## config.mk

```make
export PLATFORM = sky130hd
export DESIGN_NAME = sram_access_arbiter_flat
export DESIGN_NICKNAME = d
export VERILOG_FILES = /design/src/rtl/sram_arb_pkg.sv /design/src/rtl/sram_access_arbiter_if.sv /design/src/rtl/sram_arb_pick.sv /design/src/rtl/sram_access_arbiter.sv /design/src/flat_wrapper.sv
export SDC_FILE = /design/constraint.sdc
export NUM_CORES = 1
export LEC_CHECK = 0
export BUFFER_PORTS_ARGS = -buffer_cell sky130_fd_sc_hd__buf_2
export CAP_MARGIN = 15
export CORE_ASPECT_RATIO = 1.25
export CORE_MARGIN = 3
export CORE_UTILIZATION = 25
export CTS_BUF_LIST = sky130_fd_sc_hd__clkbuf_16
export CTS_CLUSTER_SIZE = 10
export DETAILED_ROUTE_END_ITERATION = 12
export PLACE_DENSITY = 0.5
export SLEW_MARGIN = 20
export SYNTH_ARGS = -nofsm -noshare
export SYNTH_HDL_FRONTEND = slang
export SYNTH_HIERARCHICAL = 1
export SYNTH_SLANG_ARGS = --single-unit
```

## constraint.sdc

```tcl
create_clock -name Clk -period 4.3 [get_ports Clk]
set_input_delay 0 -clock Clk [delete_from_list [all_inputs] [get_ports Clk]]
set_output_delay 0 -clock Clk [all_outputs]
set_load 0.01 [all_outputs]
```

## src/rtl/sram_arb_pkg.sv

```systemverilog
// Shared types for the SRAM access arbiter: FSM state and grant owner encodings.
package sram_arb_pkg;

  typedef enum logic [1:0] {ARB_IDLE, ARB_ACCESS, ARB_DONE} arb_state_t;
  typedef enum logic {OWN_CPU = 1'b0, OWN_LDR = 1'b1} arb_owner_t;

endpackage

```

## src/rtl/sram_access_arbiter_if.sv

```systemverilog
// Requester-side req/ack handshake bundle; one instance each for the CPU and the loader port.
interface sram_access_arbiter_if #(
  parameter int ADDR_W = 20,
  parameter int DATA_W = 16
);
  logic              req;
  logic              we;
  logic [ADDR_W-1:0] addr;
  logic [DATA_W-1:0] wdata;
  logic              ack;
  logic [DATA_W-1:0] rdata;

  modport master (output req, we, addr, wdata, input ack, rdata);
  modport slave  (input req, we, addr, wdata, output ack, rdata);
endinterface

```

## src/rtl/sram_arb_pick.sv

```systemverilog
// Combinational two-way picker: fixed CPU priority or round-robin against the last owner.
module sram_arb_pick
  import sram_arb_pkg::*;
#(
  parameter bit CPU_PRIORITY = 1'b0
) (
  input  logic       cpu_req,
  input  logic       ldr_req,
  input  arb_owner_t last_owner,
  output logic       gnt_vld,
  output arb_owner_t gnt_id
);

  always_comb begin
    gnt_vld = cpu_req | ldr_req;
    gnt_id  = OWN_CPU;
    if (cpu_req && ldr_req) begin
      if (CPU_PRIORITY) gnt_id = OWN_CPU;
      else              gnt_id = (last_owner == OWN_CPU) ? OWN_LDR : OWN_CPU;
    end else if (ldr_req) begin
      gnt_id = OWN_LDR;
    end
  end

endmodule

```

## src/rtl/sram_access_arbiter.sv

```systemverilog
// Shares one async SRAM between the CPU and loader ports: grant, fixed-length strobe window,
// then a one-cycle ack. All SRAM strobes come straight from flops so they drop on reset.
module sram_access_arbiter
  import sram_arb_pkg::*;
#(
  parameter int ADDR_W        = 20,
  parameter int DATA_W        = 16,
  parameter int ACCESS_CYCLES = 2,
  parameter bit CPU_PRIORITY  = 1'b0
) (
  input  logic                   Clk,
  input  logic                   Reset_n,
  sram_access_arbiter_if.slave   cpu,
  sram_access_arbiter_if.slave   ldr,
  output logic                   Mem_CE,
  output logic                   Mem_UB,
  output logic                   Mem_LB,
  output logic                   Mem_OE,
  output logic                   Mem_WE,
  output logic [ADDR_W-1:0]      Mem_ADDR,
  output logic [DATA_W-1:0]      Mem_Dout,
  output logic                   Mem_Dout_en,
  input  logic [DATA_W-1:0]      Mem_Din,
  output logic                   busy,
  output logic                   owner
);

  localparam int              CW       = $clog2(ACCESS_CYCLES + 1);
  localparam logic [CW-1:0]   CNT_LAST = CW'(ACCESS_CYCLES - 1);

  arb_state_t        state_q, state_d;
  arb_owner_t        owner_q, owner_d;
  logic [CW-1:0]     cnt_q, cnt_d;
  logic              we_q, we_d;
  logic [ADDR_W-1:0] addr_q, addr_d;
  logic [DATA_W-1:0] wdata_q, wdata_d;
  logic              ce_q, ce_d, oe_q, oe_d, wen_q, wen_d, dout_en_q, dout_en_d;
  logic              cpu_ack_q, cpu_ack_d, ldr_ack_q, ldr_ack_d, busy_q, busy_d;
  logic [DATA_W-1:0] cpu_rdata_q, cpu_rdata_d, ldr_rdata_q, ldr_rdata_d;

  logic              gnt_vld;
  arb_owner_t        gnt_id;
  logic              sel_we;

  sram_arb_pick #(.CPU_PRIORITY(CPU_PRIORITY)) u_pick (
    .cpu_req    (cpu.req),
    .ldr_req    (ldr.req),
    .last_owner (owner_q),
    .gnt_vld    (gnt_vld),
    .gnt_id     (gnt_id)
  );

  always_comb begin
    state_d     = state_q;
    owner_d     = owner_q;
    cnt_d       = cnt_q;
    we_d        = we_q;
    addr_d      = addr_q;
    wdata_d     = wdata_q;
    ce_d        = ce_q;
    oe_d        = oe_q;
    wen_d       = wen_q;
    dout_en_d   = dout_en_q;
    busy_d      = busy_q;
    cpu_ack_d   = 1'b0;
    ldr_ack_d   = 1'b0;
    cpu_rdata_d = cpu_rdata_q;
    ldr_rdata_d = ldr_rdata_q;
    sel_we      = (gnt_id == OWN_LDR) ? ldr.we : cpu.we;

    case (state_q)
      ARB_IDLE: begin
        if (gnt_vld) begin
          owner_d   = gnt_id;
          we_d      = sel_we;
          addr_d    = (gnt_id == OWN_LDR) ? ldr.addr  : cpu.addr;
          wdata_d   = (gnt_id == OWN_LDR) ? ldr.wdata : cpu.wdata;
          cnt_d     = '0;
          busy_d    = 1'b1;
          ce_d      = 1'b0;
          oe_d      = sel_we;
          wen_d     = ~sel_we;
          dout_en_d = sel_we;
          state_d   = ARB_ACCESS;
        end
      end
      ARB_ACCESS: begin
        if (cnt_q == CNT_LAST) begin
          // Strobes release here; write data stays driven one more cycle for hold time.
          ce_d    = 1'b1;
          oe_d    = 1'b1;
          wen_d   = 1'b1;
          state_d = ARB_DONE;
          if (owner_q == OWN_LDR) begin
            ldr_ack_d = 1'b1;
            if (!we_q) ldr_rdata_d = Mem_Din;
          end else begin
            cpu_ack_d = 1'b1;
            if (!we_q) cpu_rdata_d = Mem_Din;
          end
        end else begin
          cnt_d = cnt_q + 1'b1;
        end
      end
      ARB_DONE: begin
        dout_en_d = 1'b0;
        busy_d    = 1'b0;
        cnt_d     = '0;
        state_d   = ARB_IDLE;
      end
      default: state_d = ARB_IDLE;
    endcase
  end

  always_ff @(posedge Clk or negedge Reset_n) begin
    if (!Reset_n) begin
      state_q     <= ARB_IDLE;
      owner_q     <= OWN_LDR;
      cnt_q       <= '0;
      we_q        <= 1'b0;
      addr_q      <= '0;
      wdata_q     <= '0;
      ce_q        <= 1'b1;
      oe_q        <= 1'b1;
      wen_q       <= 1'b1;
      dout_en_q   <= 1'b0;
      busy_q      <= 1'b0;
      cpu_ack_q   <= 1'b0;
      ldr_ack_q   <= 1'b0;
      cpu_rdata_q <= '0;
      ldr_rdata_q <= '0;
    end else begin
      state_q     <= state_d;
      owner_q     <= owner_d;
      cnt_q       <= cnt_d;
      we_q        <= we_d;
      addr_q      <= addr_d;
      wdata_q     <= wdata_d;
      ce_q        <= ce_d;
      oe_q        <= oe_d;
      wen_q       <= wen_d;
      dout_en_q   <= dout_en_d;
      busy_q      <= busy_d;
      cpu_ack_q   <= cpu_ack_d;
      ldr_ack_q   <= ldr_ack_d;
      cpu_rdata_q <= cpu_rdata_d;
      ldr_rdata_q <= ldr_rdata_d;
    end
  end

  assign Mem_CE      = ce_q;
  assign Mem_UB      = ce_q;
  assign Mem_LB      = ce_q;
  assign Mem_OE      = oe_q;
  assign Mem_WE      = wen_q;
  assign Mem_ADDR    = addr_q;
  assign Mem_Dout    = wdata_q;
  assign Mem_Dout_en = dout_en_q;
  assign busy        = busy_q;
  assign owner       = owner_q;
  assign cpu.ack     = cpu_ack_q;
  assign cpu.rdata   = cpu_rdata_q;
  assign ldr.ack     = ldr_ack_q;
  assign ldr.rdata   = ldr_rdata_q;

endmodule

```

## src/flat_wrapper.sv

```systemverilog
// flat-port wrapper written by rule: the top's interface ports become plain ports
module sram_access_arbiter_flat import sram_arb_pkg::*;
#(
  parameter int ADDR_W        = 20,
  parameter int DATA_W        = 16,
  parameter int ACCESS_CYCLES = 2,
  parameter bit CPU_PRIORITY  = 1'b0
)
  (Clk, Reset_n, Mem_CE, Mem_UB, Mem_LB, Mem_OE, Mem_WE, Mem_ADDR, Mem_Dout, Mem_Dout_en, Mem_Din, busy, owner, cpu_req, cpu_we, cpu_addr, cpu_wdata, cpu_ack, cpu_rdata, ldr_req, ldr_we, ldr_addr, ldr_wdata, ldr_ack, ldr_rdata);
  sram_access_arbiter_if #(.ADDR_W(ADDR_W), .DATA_W(DATA_W)) cpu_i ();
  sram_access_arbiter_if #(.ADDR_W(ADDR_W), .DATA_W(DATA_W)) ldr_i ();
  input  logic Clk;
  input  logic Reset_n;
  output logic Mem_CE;
  output logic Mem_UB;
  output logic Mem_LB;
  output logic Mem_OE;
  output logic Mem_WE;
  output logic [ADDR_W-1:0] Mem_ADDR;
  output logic [DATA_W-1:0] Mem_Dout;
  output logic Mem_Dout_en;
  input  logic [DATA_W-1:0] Mem_Din;
  output logic busy;
  output logic owner;
  input wire logic [$bits(cpu_i.req)-1:0] cpu_req;
  input wire logic [$bits(cpu_i.we)-1:0] cpu_we;
  input wire logic [$bits(cpu_i.addr)-1:0] cpu_addr;
  input wire logic [$bits(cpu_i.wdata)-1:0] cpu_wdata;
  output wire logic [$bits(cpu_i.ack)-1:0] cpu_ack;
  output wire logic [$bits(cpu_i.rdata)-1:0] cpu_rdata;
  input wire logic [$bits(ldr_i.req)-1:0] ldr_req;
  input wire logic [$bits(ldr_i.we)-1:0] ldr_we;
  input wire logic [$bits(ldr_i.addr)-1:0] ldr_addr;
  input wire logic [$bits(ldr_i.wdata)-1:0] ldr_wdata;
  output wire logic [$bits(ldr_i.ack)-1:0] ldr_ack;
  output wire logic [$bits(ldr_i.rdata)-1:0] ldr_rdata;
  assign cpu_i.req = cpu_req;
  assign cpu_i.we = cpu_we;
  assign cpu_i.addr = cpu_addr;
  assign cpu_i.wdata = cpu_wdata;
  assign cpu_ack = cpu_i.ack;
  assign cpu_rdata = cpu_i.rdata;
  assign ldr_i.req = ldr_req;
  assign ldr_i.we = ldr_we;
  assign ldr_i.addr = ldr_addr;
  assign ldr_i.wdata = ldr_wdata;
  assign ldr_ack = ldr_i.ack;
  assign ldr_rdata = ldr_i.rdata;
  sram_access_arbiter #(.ADDR_W(ADDR_W), .DATA_W(DATA_W), .ACCESS_CYCLES(ACCESS_CYCLES), .CPU_PRIORITY(CPU_PRIORITY)) u_core (.Clk(Clk), .Reset_n(Reset_n), .cpu(cpu_i), .ldr(ldr_i), .Mem_CE(Mem_CE), .Mem_UB(Mem_UB), .Mem_LB(Mem_LB), .Mem_OE(Mem_OE), .Mem_WE(Mem_WE), .Mem_ADDR(Mem_ADDR), .Mem_Dout(Mem_Dout), .Mem_Dout_en(Mem_Dout_en), .Mem_Din(Mem_Din), .busy(busy), .owner(owner));
endmodule
```

==> flow_summary.toml, run 1 <==
[setup_path]
crit_chain = "a21boi_4, buf_4, mux2i_1, dlygate4sd3_1, a21oi_1"
cp.buffers_inverters = 2
r2r_cells = 5
slowest_stage = "a21boi_4"
reg2reg_setup_slack_ns = 1.70
critPathMaxFanout = 21
worstPathArrival_ns = 2.77
worst_r2r_endpoint = "u_core/Mem_ADDR[17]$_DFFE_PN0P_"
cp-end-kind = "flop"
cp.depth = 5
reg2reg_from = "u_core/owner$_DFFE_PN1P_"
cp-startpoint = "u_core/owner$_DFFE_PN1P_"
critPathLaunchType = "flop"
worst-setup-path-type = "reg -> reg"
cpPeakStageDelay_ns = 0.63
cpLargestDelayFamily = "buffers and inverters"
crit_required_ns = 4.47

[placed_design]
routabilityCongestion = 0.785
hpwl_um = 6280
io_buffers = 171

[routing]
via_per_inst = 4.30
totalWireLength_um = 9800
first_pass_iters = 4
drtAntennaViolNets = 0
drtIter0Drc = 118
drcViolationCount = 0
wl_per_cell_um = 13.8
via_count = 3051

[cts]
cts_num_sinks = 81
post-cts-setup-buffers = 0
cts.clk_slew.worst_paths_ns = 0.06
cts_tree = "yes"
cts_buffers = 9
cts_root_buf = "clkbuf_16"
h-tree-depth = 3
cts_max_path_buffers = 2
ctsResizeCount = 0
clk_latency_ns = 0.33

[yosys]
yosys_warnings = 6
synth_top_cell_area_share_pct = 55.0
syn_area_per_cell_um2 = 12.6
synth_area_um2 = 3510
ys_seq_area_share_pct = 58.0
yosysTopAreaCell = "dfrtp_1"
yosys_register_bits = 81
synthCells = 279
synth_nets = 374
synth.distinct_cells = 27
synthTopCellsByArea = "dfrtp_1 55%, mux2i_1 11%, mux2_2 7.4%, a21oi_1 5.9%, mux2_4 4.3%"

[sta]
finalSetupTns_ns = 0
max_freq_ghz = 0.384
rsz0062_at_grt = "no"
final-setup-viol-count = 0
slew_violations = 0
fin_crit_ns = 2.60
hold_viol = 0
fin_crit_sh_pct = 60.6
worst_pin_slew_ns = 0.839
skew_ns = 0.00745
slew_headroom_pct = 43.9

[finish]
finish.utilization_pct = 42.2
nNetsFinal = 628
area_growth_pct = 62.0
layout-drive-gt1-share_pct = 42.4
multiInputGateArea_um2 = 1350
register_area_um2 = 2030
n_antenna_cell = 0
fill_cells = 1285

[floorplanning]
fp.dieW_um = 112
pin_count = 172
dieArea_um2 = 15500
rows = 47
core_um2 = 13500
start_util_pct = 26.0
die_h_um = 138

[grt]
antenna_found_initial = 0
grt_max_degree = 82
grt_pass1_wl_um = 16000
grt_pass1_vias = 3181
overflow = 0
grt_usage_pct = 12.7

[worst_hold_path]
hold_path.class = "in -> reg"
min_to = "u_core/Mem_Dout[0]$_DFFE_PN0P_"
hold_depth = 3
min_from = "ldr_wdata[0]"

[pwr]
power_leakage_nw = 2.75
powerDensity_nw_per_um2 = 645
peakVddDrop_uv = 249
p_total_mw = 3.66

[outcome]
outcome = "complete, no violations"

[run]
maxCapViolations = 0
[synthesized netlist by cell type]
master	count
inv_1	4
mux2i_1	37
nor2_1	39
or2_1	1
a21oi_1	41
nor3b_4	1
nor3_4	1
a2bb2oi_1	1
nand2_1	4
o32a_1	1
nand3_4	1
nand2b_1	3
buf_2	11
buf_6	3
o21ai_0	5
inv_2	1
nor3b_1	1
buf_4	4
o21a_1	2
dfrtp_1	77
mux2_2	23
a21boi_1	1
nand3b_4	1
ha_1	1
and2_1	1
mux2_4	10
dfstp_2	4
[sequential cells by signal, summed over array words and instances (netlist names)]
signal / flops
u_core/Mem_ADDR: 20
u_core/Mem_CE: 1
u_core/Mem_Dout: 16
u_core/Mem_Dout_en: 1
u_core/Mem_OE: 1
u_core/Mem_WE: 1
u_core/busy: 1
u_core/cnt_q: 2
u_core/cpu.ack: 1
u_core/cpu.rdata: 16
u_core/ldr.ack: 1
u_core/ldr.rdata: 16
u_core/owner: 1
u_core/state_q: 2
u_core/we_q: 1
[through the flow]
step | hold WS [ns] | setup WS [ns] | cell area, um^2 | std cells
3_3_place_gp | 0.245 | 2.21 | 4490 | 605
5_1_grt | 0.0592 | 1.49 | 5680 | 709
4_1_cts | 0.00347 | 1.69 | 5680 | 709
6_report | 0.0210 | 1.70 | 5680 | 709
2_1_floorplan | -0.296 | 2.63 | 3510 | 279
3_5_place_dp | 0.250 | 2.18 | 4490 | 605
[worst register-to-register path, cell delays in order (launching register included)]
cell	delay [ns]
dfstp_2	0.43
a21boi_4	0.63
buf_4	0.49
mux2i_1	0.27
dlygate4sd3_1	0.56
a21oi_1	0.06
[power breakdown]
group	switching (mW)	leakage, nW	internal (mW)	total (mW)
Combinational	0.750	1.65	0.742	1.49
Clock	0.291	0.165	0.501	0.793
Sequential	0.227	0.931	1.15	1.38
Total	1.27	2.75	2.39	3.66
[placed cells by master (no fill, tap or decap)]
master / count
buf_2: 170
dlygate4sd3_1: 88
dfrtp_1: 77
a21oi_1: 41
nor2_1: 39
mux2i_1: 37
mux2_2: 23
mux2_4: 10
clkbuf_16: 9
inv_1: 8
o21ai_0: 5
dfstp_2: 4
nand2_1: 4
nand2b_1: 3
bufinv_16: 2
o21a_1: 2
buf_4: 2
clkinv_4: 1
buf_6: 1
nand3b_4: 1
inv_2: 1
and2_1: 1
nor3_4: 1
nor3b_4: 1
nand3_4: 1
a2bb2oi_1: 1
o32a_1: 1
nor3b_1: 1
ha_1: 1
or2_1: 1
a21boi_4: 1
[layer usage]
metal  wire (um)  part of all wire, %  global-route usage [%]
met5           0                    0                       0
met4         167                  1.7                    4.29
met3         718                  7.3                    4.11
met2        5080                   52                    22.1
met1        3840                   39                    14.6
[cells by family after synthesis]
kind of cell,Yosys count,share of synthesized area [%]
AND/OR/NAND/NOR,53,7.78
AO/OA/AOI/OAI,51,7.74
adder cells (fa/ha/maj),1,0.357
multiplexers,70,22.2
buffers and inverters,23,3.93
flip-flops,81,58.0
[worst max path at each step]
stage | end
final | u_core/Mem_ADDR[17]$_DFFE_PN0P_
after global routing | u_core/Mem_Dout[15]$_DFFE_PN0P_
after CTS | u_core/Mem_Dout[12]$_DFFE_PN0P_
after detailed placement | u_core/cpu.rdata[14]$_DFFE_PN0P_
after global placement | u_core/cpu.rdata[3]$_DFFE_PN0P_
after floorplan | u_core/cpu.rdata[0]$_DFFE_PN0P_
[what timing repair did]
action,CTS,global route
endpoints found under the hold margin,145,0
setup endpoints to repair,0,0
hold buffers,88,0
[area by class of cell]
cell class	count	area share [%]
Tap cell	171	3.77
Clock buffer	9	3.97
Multi-Input combinational cell	175	23.7
Inverter	5	0.330
Timing Repair Buffer	261	31.0
Sequential cell	81	35.8
Clock inverter	7	1.48
(Power assumes the default switching activity.)
==> run 2: changes to the inputs <==
Settings changed: PLACE_DENSITY 0.5 to 0.51.
Clock period 4.3 ns to 2.2 ns, I/O delays scaled along.
==> run 2 against run 1 <==
Critical path depth did not move. Sequential cell count did not move. Cell area rose by 0.64%. Final cell count did not move. Maximum frequency rose by 25%. Routed wire length fell by 1.8%. Sequential share of layout area fell by 0.23 points. Clock-buffer cell count did not move.
==> flow_summary.toml, run 2 (same netlist as run 1, synthesis figures left out) <==
[floorplanning]
core_um2 = 13500
rows = 47
fp.dieW_um = 112
start_util_pct = 26.0
dieArea_um2 = 15500
pin_count = 172
die_h_um = 138

[setup_path]
worstPathArrival_ns = 2.29
critPathMaxFanout = 35
reg2reg_setup_slack_ns = 0.12
crit_required_ns = 2.41
cp-end-kind = "flop"
critPathLaunchType = "flop"
reg2reg_from = "u_core/owner$_DFFE_PN1P_"
r2r_cells = 5
worst-setup-path-type = "reg -> reg"
worst_r2r_endpoint = "u_core/Mem_ADDR[9]$_DFFE_PN0P_"

[pwr]
peakVddDrop_uv = 604
p_total_mw = 7.24
switching_share_pct = 34.7
p_switching_mw = 2.51
intPower_mw = 4.73
power_leakage_nw = 2.75
pwr-share-seq_pct = 37.4
clkPwrFrac_pct = 21.9
powerDensity_nw_per_um2 = 1270
p_comb_share_pct = 40.7

[grt]
grt_busiest_layer = "met2"
antenna_found_initial = 0
met3_usage_pct = 2.93
grt_pass1_wl_um = 16000
grt_max_degree = 57
gr-usage-met2_pct = 21.9
grt_pass1_vias = 3141
grt_usage_pct = 12.7
overflow = 0
use_met1_pct = 15.1

[finish]
final_common_cell = "buf_2"
fill_cells = 1264
largest_reg_flops = 20
nNetsFinal = 628
layout_common_cells = "170 x buf_2, 85 x dlygate4sd3_1, 77 x dfrtp_1, 41 x a21oi_1, 39 x nor2_1"
n_antenna_cell = 0
layout-drive-gt1-share_pct = 43.3
area_growth_pct = 63.0

[cts]
cts.clk_slew.worst_paths_ns = 0.06
clk_latency_ns = 0.33
hold_buffers = 85
h-tree-depth = 3
cts_num_sinks = 81
cts_max_path_buffers = 2
cts_tree = "yes"
ctsResizeCount = 0
cts_buffers = 9
post-cts-setup-buffers = 0
cts_root_buf = "clkbuf_16"

[sta]
fin_crit_ns = 2.08
final-setup-viol-count = 0
slew_headroom_pct = 67.5
rsz0062_at_grt = "no"
max_freq_ghz = 0.481
holdWs_ns = 0.00659
finalSetupTns_ns = 0
hold_viol = 0
skew_ns = 0.00846
slew_violations = 0
fin_crit_sh_pct = 94.5
worst_pin_slew_ns = 0.488

[routing]
first_pass_iters = 6
via_count = 2965
via_per_inst = 4.18
drtIter0Drc = 81
wl_per_cell_um = 13.6
drtAntennaViolNets = 0
drcViolationCount = 0
totalWireLength_um = 9630

[worst_hold_path]
hold_path.class = "in -> reg"
min_from = "ldr_addr[5]"
hold_depth = 3
min_to = "u_core/Mem_ADDR[5]$_DFFE_PN0P_"

[placed_design]
io_buffers = 171
routabilityCongestion = 0.737
hpwl_um = 6450

[outcome]
outcome = "complete, no violations"

[run]
maxCapViolations = 0
==> run 2: cell count changes in the layout (fill, tap and decap cells not counted) <==
cell | before | now
clkinv_1 | 0 | 2
dlygate4sd3_1 | 88 | 85
buf_4 | 2 | 3
clkinv_4 | 1 | 2
buf_12 | 0 | 3
inv_1 | 8 | 4
inv_6 | 0 | 1
buf_6 | 1 | 0
==> run 2: area by class of cell <==
cell class	instances	area (um^2)	area share (%)
clock inverters	7	93.8	1.64
multi-input cells	175	1350	23.6
clock buffers	9	225	3.94
repair buffers	261	1780	31.2
well taps	171	214	3.74
flip-flops and latches	81	2030	35.6
inverters	5	18.8	0.328
==> run 2: worst max-delay path by stage <==
| stage | from | endpoint | slack (ns) | cells past startpoint |
|---|---|---|---|---|
| 2_1_floorplan | u_core/cnt_q[1]$_DFFE_PN0P_ | u_core/cpu.rdata[0]$_DFFE_PN0P_ | 0.53 | 6 |
| 3_3_place_gp | u_core/cnt_q[1]$_DFFE_PN0P_ | u_core/ldr.rdata[14]$_DFFE_PN0P_ | 0.51 | 6 |
| 3_5_place_dp | u_core/cnt_q[1]$_DFFE_PN0P_ | u_core/ldr.rdata[5]$_DFFE_PN0P_ | 0.45 | 6 |
| 4_1_cts | u_core/owner$_DFFE_PN1P_ | u_core/Mem_ADDR[14]$_DFFE_PN0P_ | 0.13 | 5 |
| 5_1_grt | u_core/owner$_DFFE_PN1P_ | u_core/Mem_ADDR[10]$_DFFE_PN0P_ | 0.01 | 5 |
| 6_report | u_core/owner$_DFFE_PN1P_ | u_core/Mem_ADDR[9]$_DFFE_PN0P_ | 0.12 | 5 |
==> run 2: routing by layer <==
layer / wire length [um] / part of all wire [%]
met1: 3830 / 40
met2: 4900 / 51
met3: 704 / 7.3
met4: 194 / 2.0
met5: 0 / 0
==> run 2: critical path, stage by stage, from the launching register on <==
cell           delay (ns)
dfstp_2              0.44
a21boi_4             0.29
buf_12               0.27
mux2i_1              0.25
dlygate4sd3_1        0.57
a21oi_1              0.07
==> run 2: per-stage QoR <==
step / cell area [um^2] / cells / worst slack (ns) / utilization [%]
2_1_floorplan: 3510 / 279 / 0.534 / -
5_1_grt: 5720 / 709 / 0.0115 / 42.4
3_5_place_dp: 4550 / 608 / 0.455 / 33.8
4_1_cts: 5720 / 709 / 0.128 / 42.4
6_report: 5720 / 709 / 0.122 / 42.4
3_3_place_gp: 4550 / 608 / 0.512 / 33.8
==> run 2: power groups by stage <==
stage	registers, mW	logic [mW]	clock network [mW]
2_1_floorplan	2.98	1.43	0
3_3_place_gp	2.71	2.75	0
3_5_place_dp	2.73	2.81	0
4_1_cts	2.71	3.00	1.65
5_1_grt	2.82	3.25	1.72
6_report	2.71	2.95	1.58
==> run 3: changes to the inputs <==
Settings changed: ABC_AREA set to 1.
==> run 3 against run 2 <==
Sequential share of layout area down 0.88 points. Routed wire length increased by 21%. Sequential cell count did not move. Worst setup slack improved by 0.056 ns. Non-clock buffer count rose by 4. Synthesized cell count rose by 70%. Sequential power is essentially flat. Final cell count increased by 28%. Clock-buffer cell count unchanged. Critical path type unchanged. Highest routed layer unchanged.
==> flow_summary.toml, run 3 <==
[placed_design]
io_buffers = 171
placed_area_um2 = 4680
hpwl_um = 7560
placed_cells = 804
routabilityCongestion = 0.821

[routing]
totalWireLength_um = 11700
drcViolationCount = 0
wl_per_cell_um = 12.9
drtAntennaViolNets = 0
first_pass_iters = 5
via_per_inst = 4.26
drtIter0Drc = 172
via_count = 3872

[yosys]
synth_top_cell_area_share_pct = 52.1
yosys_register_bits = 81
syn_area_per_cell_um2 = 7.81
synthCells = 474
synth_edf_count = 0
yosysTopAreaCell = "dfrtp_1"
synth_nets = 569
async_flop_share_pct = 100
yosysMostFrequentCell = "nand2_1"
synthTopCellsByArea = "dfrtp_1 52%, nand2_1 30%, nand3_1 3.1%, dfstp_2 2.8%, o21ai_0 2.7%"
yosys_most_used_dff = "dfrtp_1"
synth.distinct_cells = 26
ys_seq_area_share_pct = 54.9
synthTopCellsByCount = "300 x nand2_1, 77 x dfrtp_1, 23 x nand3_1"
yosys_warnings = 6
synth_area_um2 = 3700

[finish]
fill_cells = 1437
stdcell_area_um2 = 5860
n_antenna_cell = 0
largest_reg_flops = 20
final_common_cell = "nand2_1"
layout_common_cells = "300 x nand2_1, 170 x buf_2, 89 x dlygate4sd3_1, 77 x dfrtp_1, 23 x nand3_1"
finish.utilization_pct = 40.5
multiInputGateArea_um2 = 1480
layout-drive-gt1-share_pct = 27.6
nNetsFinal = 821
register_area_um2 = 2030
final_cells = 909
area_growth_pct = 58.4

[cts]
cts_buffers = 9
h-tree-depth = 3
cts_num_sinks = 81
post-cts-setup-buffers = 0
cts_max_path_buffers = 2
ctsResizeCount = 0
cts.clk_slew.worst_paths_ns = 0.06
clk_latency_ns = 0.33
cts_tree = "yes"
cts_root_buf = "clkbuf_16"

[sta]
slew_headroom_pct = 50.4
slew_violations = 0
fin_crit_ns = 2.02
fin_crit_sh_pct = 91.9
rsz0062_at_grt = "no"
hold_viol = 0
skew_ns = 0.00824
worst_pin_slew_ns = 0.744
finalSetupTns_ns = 0
final-setup-viol-count = 0
max_freq_ghz = 0.494

[setup_path]
worstPathArrival_ns = 2.24
slowest_stage = "dfstp_2"
worst-setup-path-type = "reg -> reg"
cpPeakStageDelay_ns = 0.68
reg2reg_setup_slack_ns = 0.18
cpLargestDelayFamily = "buffers and inverters"
r2r_cells = 7
critPathMaxFanout = 38
crit_chain = "a21oi_4, buf_4, nand2_1, nand2_1, dlygate4sd3_1, nand2_1, nand2_1"
cp-startpoint = "u_core/owner$_DFFE_PN1P_"
cp-end-kind = "flop"
worst_r2r_endpoint = "u_core/Mem_ADDR[10]$_DFFE_PN0P_"
critPathLaunchType = "flop"
reg2reg_from = "u_core/owner$_DFFE_PN1P_"
crit_required_ns = 2.41
cp.buffers_inverters = 2
crit_path_frequent_cell = "nand2_1"

[worst_hold_path]
hold_depth = 5
hold_path.class = "in -> reg"
min_to = "u_core/Mem_OE$_DFFE_PN1P_"
min_from = "cpu_we"

[floorplanning]
pin_count = 172
die_h_um = 142
core_um2 = 14500
dieArea_um2 = 16300
rows = 49
start_util_pct = 25.6
fp.dieW_um = 115

[grt]
grt_pass1_vias = 3848
overflow = 0
grt_usage_pct = 14.4
grt_pass1_wl_um = 18800
grt_max_degree = 82
antenna_found_initial = 0

[pwr]
power_leakage_nw = 3.29
switching_share_pct = 40.2
pwr-share-seq_pct = 37.4
p_comb_share_pct = 42.6
peakVddDrop_uv = 342
p_total_mw = 7.17
p_switching_mw = 2.88
clkPwrFrac_pct = 20.0
powerDensity_nw_per_um2 = 1220
intPower_mw = 4.28

[run]
maxCapViolations = 0

[outcome]
outcome = "complete, no violations"
run 3: changes by cell type in the layout (fill, tap and decap cells not counted), moves of 23 or more:
cell	before	now
nand3_1	0	23
nand2_1	4	300
mux2_2	23	0
nor2_1	39	2
mux2i_1	37	0
a21oi_1	41	1
run 3: worst max-delay path by stage:
stage / endpoint / slack [ns] / depth (start not counted)
after CTS: u_core/Mem_ADDR[10]$_DFFE_PN0P_ / 0.18 / 7
after global routing: u_core/Mem_ADDR[15]$_DFFE_PN0P_ / 0.02 / 7
after detailed placement: u_core/Mem_Dout[4]$_DFFE_PN0P_ / 0.50 / 7
after floorplan: u_core/Mem_ADDR[10]$_DFFE_PN0P_ / 0.77 / 8
after global placement: u_core/Mem_Dout[2]$_DFFE_PN0P_ / 0.55 / 7
final: u_core/Mem_ADDR[10]$_DFFE_PN0P_ / 0.18 / 7
run 3: timing repair:
| action | in CTS | in global routing |
|---|---|---|
| hold buffers | 89 | 0 |
| endpoints found under the setup margin | 0 | 0 |
| endpoints found under the hold margin | 145 | 0 |
run 3: power by group through the flow:
stage / clock [mW] / sequential [mW] / combinational [mW]
after floorplan: 0 / 2.98 / 1.48
after global placement: 0 / 2.71 / 2.87
after detailed placement: 0 / 2.70 / 2.95
after CTS: 1.50 / 2.69 / 3.09
after global routing: 1.57 / 2.79 / 3.44
final: 1.43 / 2.68 / 3.05
run 3: tightest hold or removal path, delay by kind of cell:
kind | cells | cell delay [ns]
simple gates | 4 | 0.25
buf+inv | 1 | 0.11
run 3: cell type report:
cell class / instances / area share, %
Clock buffer: 9 / 3.84
Clock inverter: 7 / 0.982
Inverter: 11 / 0.705
Multi-Input combinational cell: 358 / 25.2
Sequential cell: 81 / 34.7
Tap cell: 178 / 3.80
Timing Repair Buffer: 265 / 30.8
run 3: routing by layer:
| metal | vias to the layer above | share of wire [%] | track usage [%] |
|---|---|---|---|
| li1 | 1958 | - | - |
| met2 | 141 | 48 | 24.7 |
| met1 | 1760 | 44 | 17.7 |
| met4 | 0 | 1.4 | 4.45 |
| met5 | - | 0 | 0 |
| met3 | 13 | 6.3 | 3.62 |
run 3: logic make-up after synthesis:
| family | Yosys count | share of synthesized area [%] |
|---|---|---|
| buf+inv | 35 | 5.44 |
| fa+ha+maj | 1 | 0.338 |
| compound gates | 23 | 3.18 |
| flops | 81 | 54.9 |
| simple gates | 334 | 36.1 |
run 3: metrics by stage:
step / worst slack (ns) / hold slack [ns]
floorplan: 0.766 / -0.296
global placement: 0.551 / 0.221
detailed placement: 0.501 / 0.230
CTS: 0.175 / 0.00574
global route: 0.0233 / 0.0416
finish: 0.178 / 0.0383
